===== src/rtl/keypad_pkg.sv =====
// keypad_pkg -- shared definitions for the keypad entry sequencer.
//   KEY_W   : number of keypad keys (digits 0..9)
//   state_t : entry FSM states (IDLE, COLLECT, PRESENT)
package keypad_pkg;

  localparam int KEY_W = 10;

  typedef enum logic [1:0] {
    IDLE    = 2'd0,
    COLLECT = 2'd1,
    PRESENT = 2'd2
  } state_t;

endpackage


===== src/rtl/key_debounce.sv =====
// key_debounce -- single-bit level debouncer.
// The output follows the input only after the input has held its new level
// for DEBOUNCE_CYCLES consecutive samples; total latency DEBOUNCE_CYCLES+1.
// Ports:
//   clk : rising-edge clock
//   rst : synchronous active-high reset (output and counter to 0)
//   d   : raw level
//   q   : debounced level
module key_debounce #(
  parameter int DEBOUNCE_CYCLES = 8
) (
  input  logic clk,
  input  logic rst,
  input  logic d,
  output logic q
);

  localparam int            CW    = $clog2(DEBOUNCE_CYCLES + 1);
  localparam logic [CW-1:0] CLAST = CW'(DEBOUNCE_CYCLES - 1);

  logic          d_p0;
  logic [CW-1:0] cnt;

  // stage p0: input sample; stage p1: stability count and accepted level
  always_ff @(posedge clk) begin
    if (rst) begin
      d_p0 <= 1'b0;
      q    <= 1'b0;
      cnt  <= '0;
    end else begin
      d_p0 <= d;
      if (d_p0 != q) begin
        if (cnt == CLAST) begin
          q   <= d_p0;
          cnt <= '0;
        end else begin
          cnt <= cnt + 1'b1;
        end
      end else begin
        cnt <= '0;
      end
    end
  end

endmodule


===== src/rtl/keypad_entry_seq.sv =====
// keypad_entry_seq -- collects DIGITS single-key presses into a sticky
// digit mask, presents it for HOLD_CYCLES, and abandons stale entries.
// Optional build macro: KEYPAD_DEBOUNCE_EN inserts a key_debounce per key.
// Ports:
//   clk           : rising-edge clock
//   rst           : synchronous active-high reset
//   keys          : raw key levels, bit n = digit n
//   clr           : synchronous entry abort
//   key_mask      : sticky set of digits pressed in the current entry
//   entry_valid   : key_mask holds a completed entry
//   press_cnt     : presses accepted in the current entry
//   entry_timeout : one-cycle pulse when an entry is abandoned
//   multi_key_err : one-cycle pulse when several keys rise together
//   busy          : FSM is in COLLECT or PRESENT
module keypad_entry_seq
  import keypad_pkg::*;
#(
  parameter int DIGITS          = 4,
  parameter int TIMEOUT_CYCLES  = 1000,
  parameter int HOLD_CYCLES     = 4,
  parameter int DEBOUNCE_CYCLES = 8
) (
  input  logic             clk,
  input  logic             rst,
  input  logic [KEY_W-1:0] keys,
  input  logic             clr,
  output logic [KEY_W-1:0] key_mask,
  output logic             entry_valid,
  output logic [2:0]       press_cnt,
  output logic             entry_timeout,
  output logic             multi_key_err,
  output logic             busy
);

  localparam int            TW    = $clog2(TIMEOUT_CYCLES + 1);
  localparam logic [TW-1:0] TMAX  = TW'(TIMEOUT_CYCLES);
  localparam int            HW    = $clog2(HOLD_CYCLES + 1);
  localparam logic [HW-1:0] HLAST = HW'(HOLD_CYCLES - 1);

  if (DIGITS < 1 || DIGITS > 7 || HOLD_CYCLES < 1 || TIMEOUT_CYCLES < 1 ||
      DEBOUNCE_CYCLES < 1) begin : g_param_chk
    $error("keypad_entry_seq: parameter out of range");
  end

  function automatic logic [TW-1:0] sat_inc(input logic [TW-1:0] v);
    return (v == TMAX) ? v : v + 1'b1;
  endfunction

  logic [KEY_W-1:0] key_src;
  logic [KEY_W-1:0] keys_q;
  logic             press;
  logic             multi;
  state_t           state;
  state_t           state_nxt;
  logic             accept;
  logic             abandon;
  logic             finish;
  logic [KEY_W-1:0] mask_r;
  logic [2:0]       cnt_r;
  logic [TW-1:0]    tcnt;
  logic [HW-1:0]    hcnt;
  logic             to_r;
  logic             mk_r;

`ifdef KEYPAD_DEBOUNCE_EN
  for (genvar i = 0; i < KEY_W; i++) begin : g_deb
    key_debounce #(
      .DEBOUNCE_CYCLES(DEBOUNCE_CYCLES)
    ) u_deb (
      .clk(clk),
      .rst(rst),
      .d  (keys[i]),
      .q  (key_src[i])
    );
  end
`else
  assign key_src = keys;
`endif

  // A press is a rising edge out of the all-released state; a key held
  // down (keys_q != 0) blocks any further press until everything is up.
  assign press = (keys_q == '0) && $onehot(key_src);
  assign multi = (keys_q == '0) && ($countones(key_src) >= 2);

  // FSM state register
  always_ff @(posedge clk) begin
    if (rst) state <= IDLE;
    else     state <= state_nxt;
  end

  // Next-state decode; clr overrides everything, including a same-cycle press
  always_comb begin
    state_nxt = state;
    accept    = 1'b0;
    abandon   = 1'b0;
    finish    = 1'b0;
    if (clr) begin
      state_nxt = IDLE;
    end else begin
      unique case (state)
        IDLE, COLLECT: begin
          if (press) begin
            accept    = 1'b1;
            state_nxt = ((int'(cnt_r) + 1) == DIGITS) ? PRESENT : COLLECT;
          end else if (state == COLLECT && sat_inc(tcnt) == TMAX) begin
            abandon   = 1'b1;
            state_nxt = IDLE;
          end
        end
        PRESENT: begin
          if (hcnt == HLAST) begin
            finish    = 1'b1;
            state_nxt = IDLE;
          end
        end
        default: state_nxt = IDLE;
      endcase
    end
  end

  // Registered key sample, entry datapath, counters and event pulses
  always_ff @(posedge clk) begin
    if (rst) begin
      keys_q <= '0;
      mask_r <= '0;
      cnt_r  <= '0;
      tcnt   <= '0;
      hcnt   <= '0;
      to_r   <= 1'b0;
      mk_r   <= 1'b0;
    end else begin
      keys_q <= key_src;
      to_r   <= abandon;
      mk_r   <= multi;
      if (clr || abandon || finish) begin
        mask_r <= '0;
        cnt_r  <= '0;
        tcnt   <= '0;
        hcnt   <= '0;
      end else begin
        if (accept) begin
          mask_r <= mask_r | key_src;
          cnt_r  <= cnt_r + 3'd1;
          tcnt   <= '0;
        end else if (state == COLLECT) begin
          tcnt <= sat_inc(tcnt);
        end
        hcnt <= (state == PRESENT) ? hcnt + 1'b1 : '0;
      end
    end
  end

  // Output decode
  always_comb begin
    key_mask      = mask_r;
    press_cnt     = cnt_r;
    entry_valid   = (state == PRESENT);
    busy          = (state != IDLE);
    entry_timeout = to_r;
    multi_key_err = mk_r;
  end

endmodule


===== config.mk =====
export PLATFORM = sky130hd
export DESIGN_NAME = keypad_entry_seq
export DESIGN_NICKNAME = d
export VERILOG_FILES = /design/src/rtl/keypad_pkg.sv /design/src/rtl/key_debounce.sv /design/src/rtl/keypad_entry_seq.sv
export SDC_FILE = /design/constraint.sdc
export NUM_CORES = 1
export LEC_CHECK = 0
export ABC_AREA = 1
export CAP_MARGIN = 20
export CELL_PAD_IN_SITES_DETAIL_PLACEMENT = 1
export CELL_PAD_IN_SITES_GLOBAL_PLACEMENT = 1
export CORE_MARGIN = 2
export CORE_UTILIZATION = 35
export DETAILED_ROUTE_END_ITERATION = 16
export GPL_ROUTABILITY_DRIVEN = 0
export PLACE_DENSITY = 0.84
export RECOVER_POWER = 25
export SLEW_MARGIN = 20
export SYNTH_ARGS = -nofsm -noshare
export SYNTH_HDL_FRONTEND = slang
export SYNTH_SLANG_ARGS = --single-unit

===== constraint.sdc =====
create_clock -name clk -period 3.8 [get_ports clk]
set_input_delay 0.95 -clock clk [delete_from_list [all_inputs] [get_ports clk]]
set_output_delay 0.95 -clock clk [all_outputs]
set_load 0.05 [all_outputs]

* After elaboration in Yosys (flattened, before gate mapping)
Index checks and enable logic that the tools add are counted.
** Word-level totals
- Bits in registers :: 40
- Input bits :: 13
- Word-level logic and storage cells :: 72
** Operators by class
- Add/sub/neg operators :: 22
- $lt $le $gt $ge :: 1
- Equality and inequality tests :: 9
- Mux-type cells :: 16
- Bitwise operators :: 2
- Reductions and logical operators :: 14
** Operators by type and width (number)
- adder 1 x 1 -> 2 bit :: 10
- equality test 10 bit, second input constant :: 2
- adder 2 x 2 -> 3 bit :: 4
- adder 10 x 1 -> 10 bit, second input constant :: 1
- zero test 10 bit :: 1
- two-way mux 1 bit :: 10
- two-way mux 10 bit :: 1
- bitwise OR 10 bit :: 1
- adder 3 x 3 -> 4 bit :: 2
- two-way mux 2 bit :: 4
- adder 3 x 1 -> 3 bit, second input constant :: 2
- OR reduction 2 bit :: 3
- OR reduction 3 bit :: 2
- adder 4 x 2 -> 5 bit :: 1
- >= comparator 5 x 2 -> 1 bit, second input constant :: 1
- adder 3 x 1 -> 4 bit, second input constant :: 1
- adder 4 x 2 -> 4 bit :: 1
- equality test 4 x 1 -> 1 bit, second input constant :: 1
- equality test 4 x 3 -> 1 bit, second input constant :: 1
- case mux 2 bit (2 select lines) :: 1
- equality test 3 x 2 -> 1 bit, second input constant :: 1
- logical AND 1 bit :: 3
- != test 3 bit, second input constant :: 1
- equality test 2 x 1 -> 1 bit, second input constant :: 1
- other kinds (7) :: 8

* Logic depth before layout (Yosys ltp)
Gate-level depths: netlist of the first run.
- Depth after elaboration :: 12
- Depth in mapped cells :: 17

* Worst setup path before layout of the first run
OpenSTA, ideal clock, no wires.
- Path type :: input to register
- From :: in keys[0]
- To :: reg cnt_r[0] (netlist: press_cnt[0])
- Library setup time :: 0.070 ns
- Data arrival time :: 3.989 ns
- Path slack :: -0.260 ns
- Stages :: 13
- Buffers on the path :: 0
- Path through :: fa_1 -> fa_1 -> inv_1 -> fa_1 -> inv_1 -> ha_1 -> inv_1 -> fa_1 -> o211ai_1 -> nor3_2 -> nand2_2 -> or2_2 -> a21oi_1
** On the way
- Longest elaborated chain between the ends :: 12
** RTL lines
- start: declaration :: RTL line keypad_entry_seq.sv:25 : input logic [KEY_W-1:0] keys,
- adder 1 x 1 -> 2 bit (not written as such) * :: RTL line keypad_entry_seq.sv:82 : assign press = (keys_q == '0) && $onehot(key_src);
- adder 2 x 2 -> 3 bit (not written as such) * :: RTL line keypad_entry_seq.sv:82
- adder 3 x 3 -> 4 bit (not written as such) * :: RTL line keypad_entry_seq.sv:82
- adder 4 x 2 -> 4 bit (not written as such) * :: RTL line keypad_entry_seq.sv:82
- equality test 4 x 1 -> 1 bit * :: RTL line keypad_entry_seq.sv:82
- logical AND 1 bit * :: RTL line keypad_entry_seq.sv:82
- two-way mux 1 bit :: RTL line keypad_entry_seq.sv:102 : if (press) begin
- two-way mux 1 bit :: RTL line keypad_entry_seq.sv:100 : unique case (state)
- two-way mux 1 bit :: RTL line keypad_entry_seq.sv:97 : if (clr) begin
- logical OR 1 bit (2 in series) :: RTL line keypad_entry_seq.sv:135 : if (clr || abandon || finish) begin
- OR reduction 2 bit (no source line)
- end signal: assignment :: RTL line keypad_entry_seq.sv:143 : cnt_r <= cnt_r + 3'd1;
- end: declaration :: RTL line keypad_entry_seq.sv:59 : logic [2:0] cnt_r;
Every way passes the cells marked *; elsewhere a longest branch is shown, timed or not.
A chain may end at the register's enable or synchronous reset.

* Worst setup path after layout of the first run
- From :: in keys[0]
- To :: reg tcnt[7]
** On the way
- Longest elaborated chain between the ends :: 12
** RTL lines
- adder 1 x 1 -> 2 bit (not written as such) * :: RTL line keypad_entry_seq.sv:82
- adder 2 x 2 -> 3 bit (not written as such) * :: RTL line keypad_entry_seq.sv:82
- adder 3 x 3 -> 4 bit (not written as such) * :: RTL line keypad_entry_seq.sv:82
- adder 4 x 2 -> 4 bit (not written as such) * :: RTL line keypad_entry_seq.sv:82
- equality test 4 x 1 -> 1 bit * :: RTL line keypad_entry_seq.sv:82
- logical AND 1 bit * :: RTL line keypad_entry_seq.sv:82
- two-way mux 1 bit :: RTL line keypad_entry_seq.sv:102
- two-way mux 1 bit :: RTL line keypad_entry_seq.sv:100
- two-way mux 1 bit :: RTL line keypad_entry_seq.sv:97
- logical OR 1 bit (2 in series) :: RTL line keypad_entry_seq.sv:135
- OR reduction 3 bit (no source line) *
- end signal: assignment :: RTL line keypad_entry_seq.sv:146 : tcnt <= sat_inc(tcnt);
- end: declaration :: RTL line keypad_entry_seq.sv:60 : logic [TW-1:0] tcnt;
Marked as above.

==> flow_summary_export.csv, run 1 <==
group,metric,value,unit
timing,slew_viol_final,0,
worst_setup_path,cp_num_cells,15,
timing,fin_ws,-201.4,ps
worst_setup_path,timing.rr.start,"tcnt[0]",
power,clkPwrFrac,37.3,%
worst_setup_path,crit_type,"in -> reg",
global_routing,grt.total_usage,18.65,%
die,fp.dieW,79.63,µm
clocking,clockBufferDepth,2,
worst_setup_path,start_kind,"input pin",
die,dieHeight,79.63,µm
global_routing,grt_max_degree,18,
die,start_util,36.36,%
placement,dpl.cell_count,374,
detailed_routing,vias,1883,
synth,synth_seq_cells,40,
synth,syn_nets,296,
clocking,cts_tree,"done",
worst_setup_path,worstReg2RegEnd,"tcnt[7]",
synth,yosysTopAreaCellShare,40.00,%
synth,async_reset_ff_share,0,%
worst_setup_path,worstPathArrival,4200,ps
clocking,clock_latency,300,ps
placement,dpl_cell_area,2419,µm²
final_layout,layout-drive-gt1-share,21.07,%
worst_setup_path,critical_path.endpoint,"tcnt[7]",
worst_setup_path,path_delay_family,"adder cells",
synth,ys_top_cells_by_count,"nor2_1, nand2_1, inv_1, dfxtp_1, a21oi_1",
worst_setup_path,cp_cell_sequence,"buf_8 > fa_1 > fa_1 > inv_1 > fa_1 > inv_2 > ha_4 > inv_2 > fa_2 > o211ai_1 > nor2_1 > nor2_2 > nand4_4 > nand4_4 > nor2_2",
final_layout,fin_cells,390,
synth,synth-edff-count,0,
synth,netlist_instances,269,
worst_setup_path,cp_slowest_cell,"fa_1",
synth,synth.most_common_cell,"nor2_1",
detailed_routing,ant_nets,0,
power,leakage,1.132,nW
worst_setup_path,crit_start,"keys[0]",
final_layout,final_nets,344,
final_layout,diodes,0,
timing,hold_viol_final,0,
power,finalPower,0.0009565,W
synth,ys.flop_type,"dfxtp_1",
worst_setup_path,cp_common_cell,"fa_1",
synth,yosysUniqueCellTypes,29,
hold_path,hold_path.class,"reg -> reg",
timing,fin_hold_ws,425.9,ps
timing,fin_crit,4001,ps
clocking,clk_root_buffer_cell,"clkbuf_8",
worst_setup_path,worst-path-buf-inv,4,
final_layout,area_growth,37.62,%
detailed_routing,via_per_inst,4.828,
worst_setup_path,rrSetupSlack,1640,ps
worst_setup_path,r2r_cells,12,
clocking,clock_sinks,40,
clocking,postCtsHoldBufs,0,
final_layout,multi_input_area,1151,µm²
power,vdd_drop_max,0.1778,mV
die,io_pins,30,
global_routing,grt_pass1_vias,1886,
detailed_routing,wl_per_cell,14.20,µm
power,p_sw,0.0002578,W
synth,synthesis.area,2002,µm²
final_layout,ff_latch_area,800.8,µm²
detailed_routing,wirelength,5.538,mm
global_routing,grt-ovfl-total,0,
clocking,clkTransAtPathRegs,80,ps
placement,dp_hpwl,3.789,mm
worst_setup_path,worstPathRequired,4000,ps
synth,synth_top_cell_by_area,"dfxtp_1",
synth,synth.avg_cell_area,7.442,µm²
timing,rsz0062_at_grt,"yes",
die,die_area,6341,µm²
run,maxCapViolations,0,
detailed_routing,drt_iter0_markers,69,
worst_setup_path,cp-end-kind,"flip-flop",
final_layout,n_fill_cell,689,
clocking,cts_htree_levels,2,
timing,clock_skew,4.288,ps
power,p_per_area,347.2,nW/µm²
status,status,"finished with violations",
timing,fmax,249.9,MHz
hold_path,hold_depth,1,
die,num_rows,27,
timing,worst_pin_slew,981.3,ps
die,core-area,5507,µm²
synth,ys_warn_count,0,
clocking,cts_made_buffers,5,
timing,slew_headroom,34.34,%
timing,setup_viol,28,
final_layout,final_area,2755,µm²
global_routing,grt_pass1_wl,8.970,mm
final_layout,fin_util,50.03,%
power,switching_share,26.96,%
worst_setup_path,cp_max_fo,6,
power,power.internal,0.0006987,W
global_routing,antenna_found_initial,0,
status,violations,"setup timing",
synth,ys_seq_area_share,40.00,%
detailed_routing,drt-pass1-iter-count,4,
power,comb_power_share,17.9,%
power,p_seq_share,44.8,%
detailed_routing,drt_drc_violations_left,0,
placement,port_buffers,29,
synth,synth.area.top_cells,"dfxtp_1, nor2_1, nand2_1",
worst_setup_path,cpPeakStageDelay,520,ps
timing,fin_crit_sh,105.3,%
flip-flops by register name, indices dropped and copies added (netlist names):
name	flops
entry_timeout	1
hcnt	3
key_mask	10
keys_q	10
multi_key_err	1
press_cnt	3
state	2
tcnt	10
worst min path at each step:
| stage | from | end | slack, ps |
|---|---|---|---|
| after global placement | hcnt[0] | hcnt[0] | 410 |
| after detailed placement | hcnt[0] | hcnt[0] | 420 |
| after global routing | hcnt[0] | hcnt[0] | 460 |
| after floorplan | hcnt[0] | hcnt[0] | 400 |
| final | hcnt[0] | hcnt[0] | 430 |
| after CTS | hcnt[0] | hcnt[0] | 430 |
per-stage QoR:
step           setup WS [ps]  TNS, ps
6_report              -201.4    -4787
5_1_grt               -328.8    -7815
4_1_cts               -219.5    -5661
3_5_place_dp          -994.5   -27710
3_3_place_gp          -837.8   -23260
2_1_floorplan         -217.7    -4659
power groups by stage:
stage / clock (W) / combinational (W) / sequential [W]
2_1_floorplan: 0 / 0.0000809 / 0.000440
3_3_place_gp: 0 / 0.000130 / 0.000438
3_5_place_dp: 0 / 0.000142 / 0.000438
4_1_cts: 0.000364 / 0.000159 / 0.000428
5_1_grt: 0.000382 / 0.000189 / 0.000429
6_report: 0.000357 / 0.000171 / 0.000428
area by class of cell:
class,instances,share of cell area (%)
well taps,72,3.270
flip-flops and latches,40,29.06
multi-input cells,182,41.78
inverters,44,6.267
repair buffers,43,14.99
clock inverters,3,1.544
clock buffers,5,2.498
repair inverters,1,0.5904
worst reg2reg max path: stages, from the launching register on:
cell	delay, ps
dfxtp_1	490
inv_1	120
ha_1	230
nand2_1	70
nor2_1	60
nand3_1	120
nand2_1	50
nand2_1	80
nand2_1	70
nor2_1	220
nand4_4	260
nand4_4	230
nor2_2	60
layer usage:
metal | wire length [µm] | vias up | global-route usage, %
li1 | - | 938 | -
met1 | 2407 | 896 | 22.00
met2 | 2793 | 41 | 32.86
met3 | 249 | 8 | 4.525
met4 | 89 | 0 | 6.379
met5 | 0 | - | 0
kinds of logic after synthesis:
kind of cell | after synthesis | share of synthesized area [%]
and+or+nand+nor | 134 | 29.75
muxes | 1 | 0.5000
xor gates and xnor gates | 5 | 2.187
buffers and inverters | 49 | 9.937
adders and majority gates | 14 | 11.00
AOI/OAI and AO/OA | 26 | 6.625
DFF | 40 | 40.00
cells in the final DEF, fill, tap and decap left out, types with 3 or more instances in the layout:
cell type        netlist  final
clkbuf_8               0      5
a21oi_1               15      9
nand4_4                0      3
dfxtp_1               40     40
ha_1                   8      7
inv_1                 43     40
o21ai_0               10     10
clkdlybuf4s50_1        0     21
nor2_1                54     41
fa_1                   6      5
xor2_1                 4      4
nand3_1               14     13
a21oi_2                0      6
inv_2                  1      3
buf_4                  2     12
nor2_2                 1     14
buf_6                  1      4
nand4_1                5      5
nand2_1               47     46
repair_timing:
item                                    4_1_cts  5_1_grt
endpoints found under the setup margin       30       29
hold endpoints to repair                      0        0
cloned                                        2        1
pin swaps                                    16       19
gates resized for setup                      44       28
buffers inserted                              6        0
Note: power is estimated with default switching activity, not from simulation.
==> run 2, diff against run 1 <==
--- a/config.mk
+++ b/config.mk
@@ -11,11 +11,12 @@
 export CELL_PAD_IN_SITES_GLOBAL_PLACEMENT = 1
 export CORE_MARGIN = 2
 export CORE_UTILIZATION = 35
+export CTS_CLUSTER_DIAMETER = 30
 export DETAILED_ROUTE_END_ITERATION = 16
 export GPL_ROUTABILITY_DRIVEN = 0
 export PLACE_DENSITY = 0.84
 export RECOVER_POWER = 25
-export SLEW_MARGIN = 20
+export SLEW_MARGIN = 0
 export SYNTH_ARGS = -nofsm -noshare
 export SYNTH_HDL_FRONTEND = slang
 export SYNTH_SLANG_ARGS = --single-unit
==> results of run 2 <==
No change in the layout: final DEF, timing and power equal those of run 1.
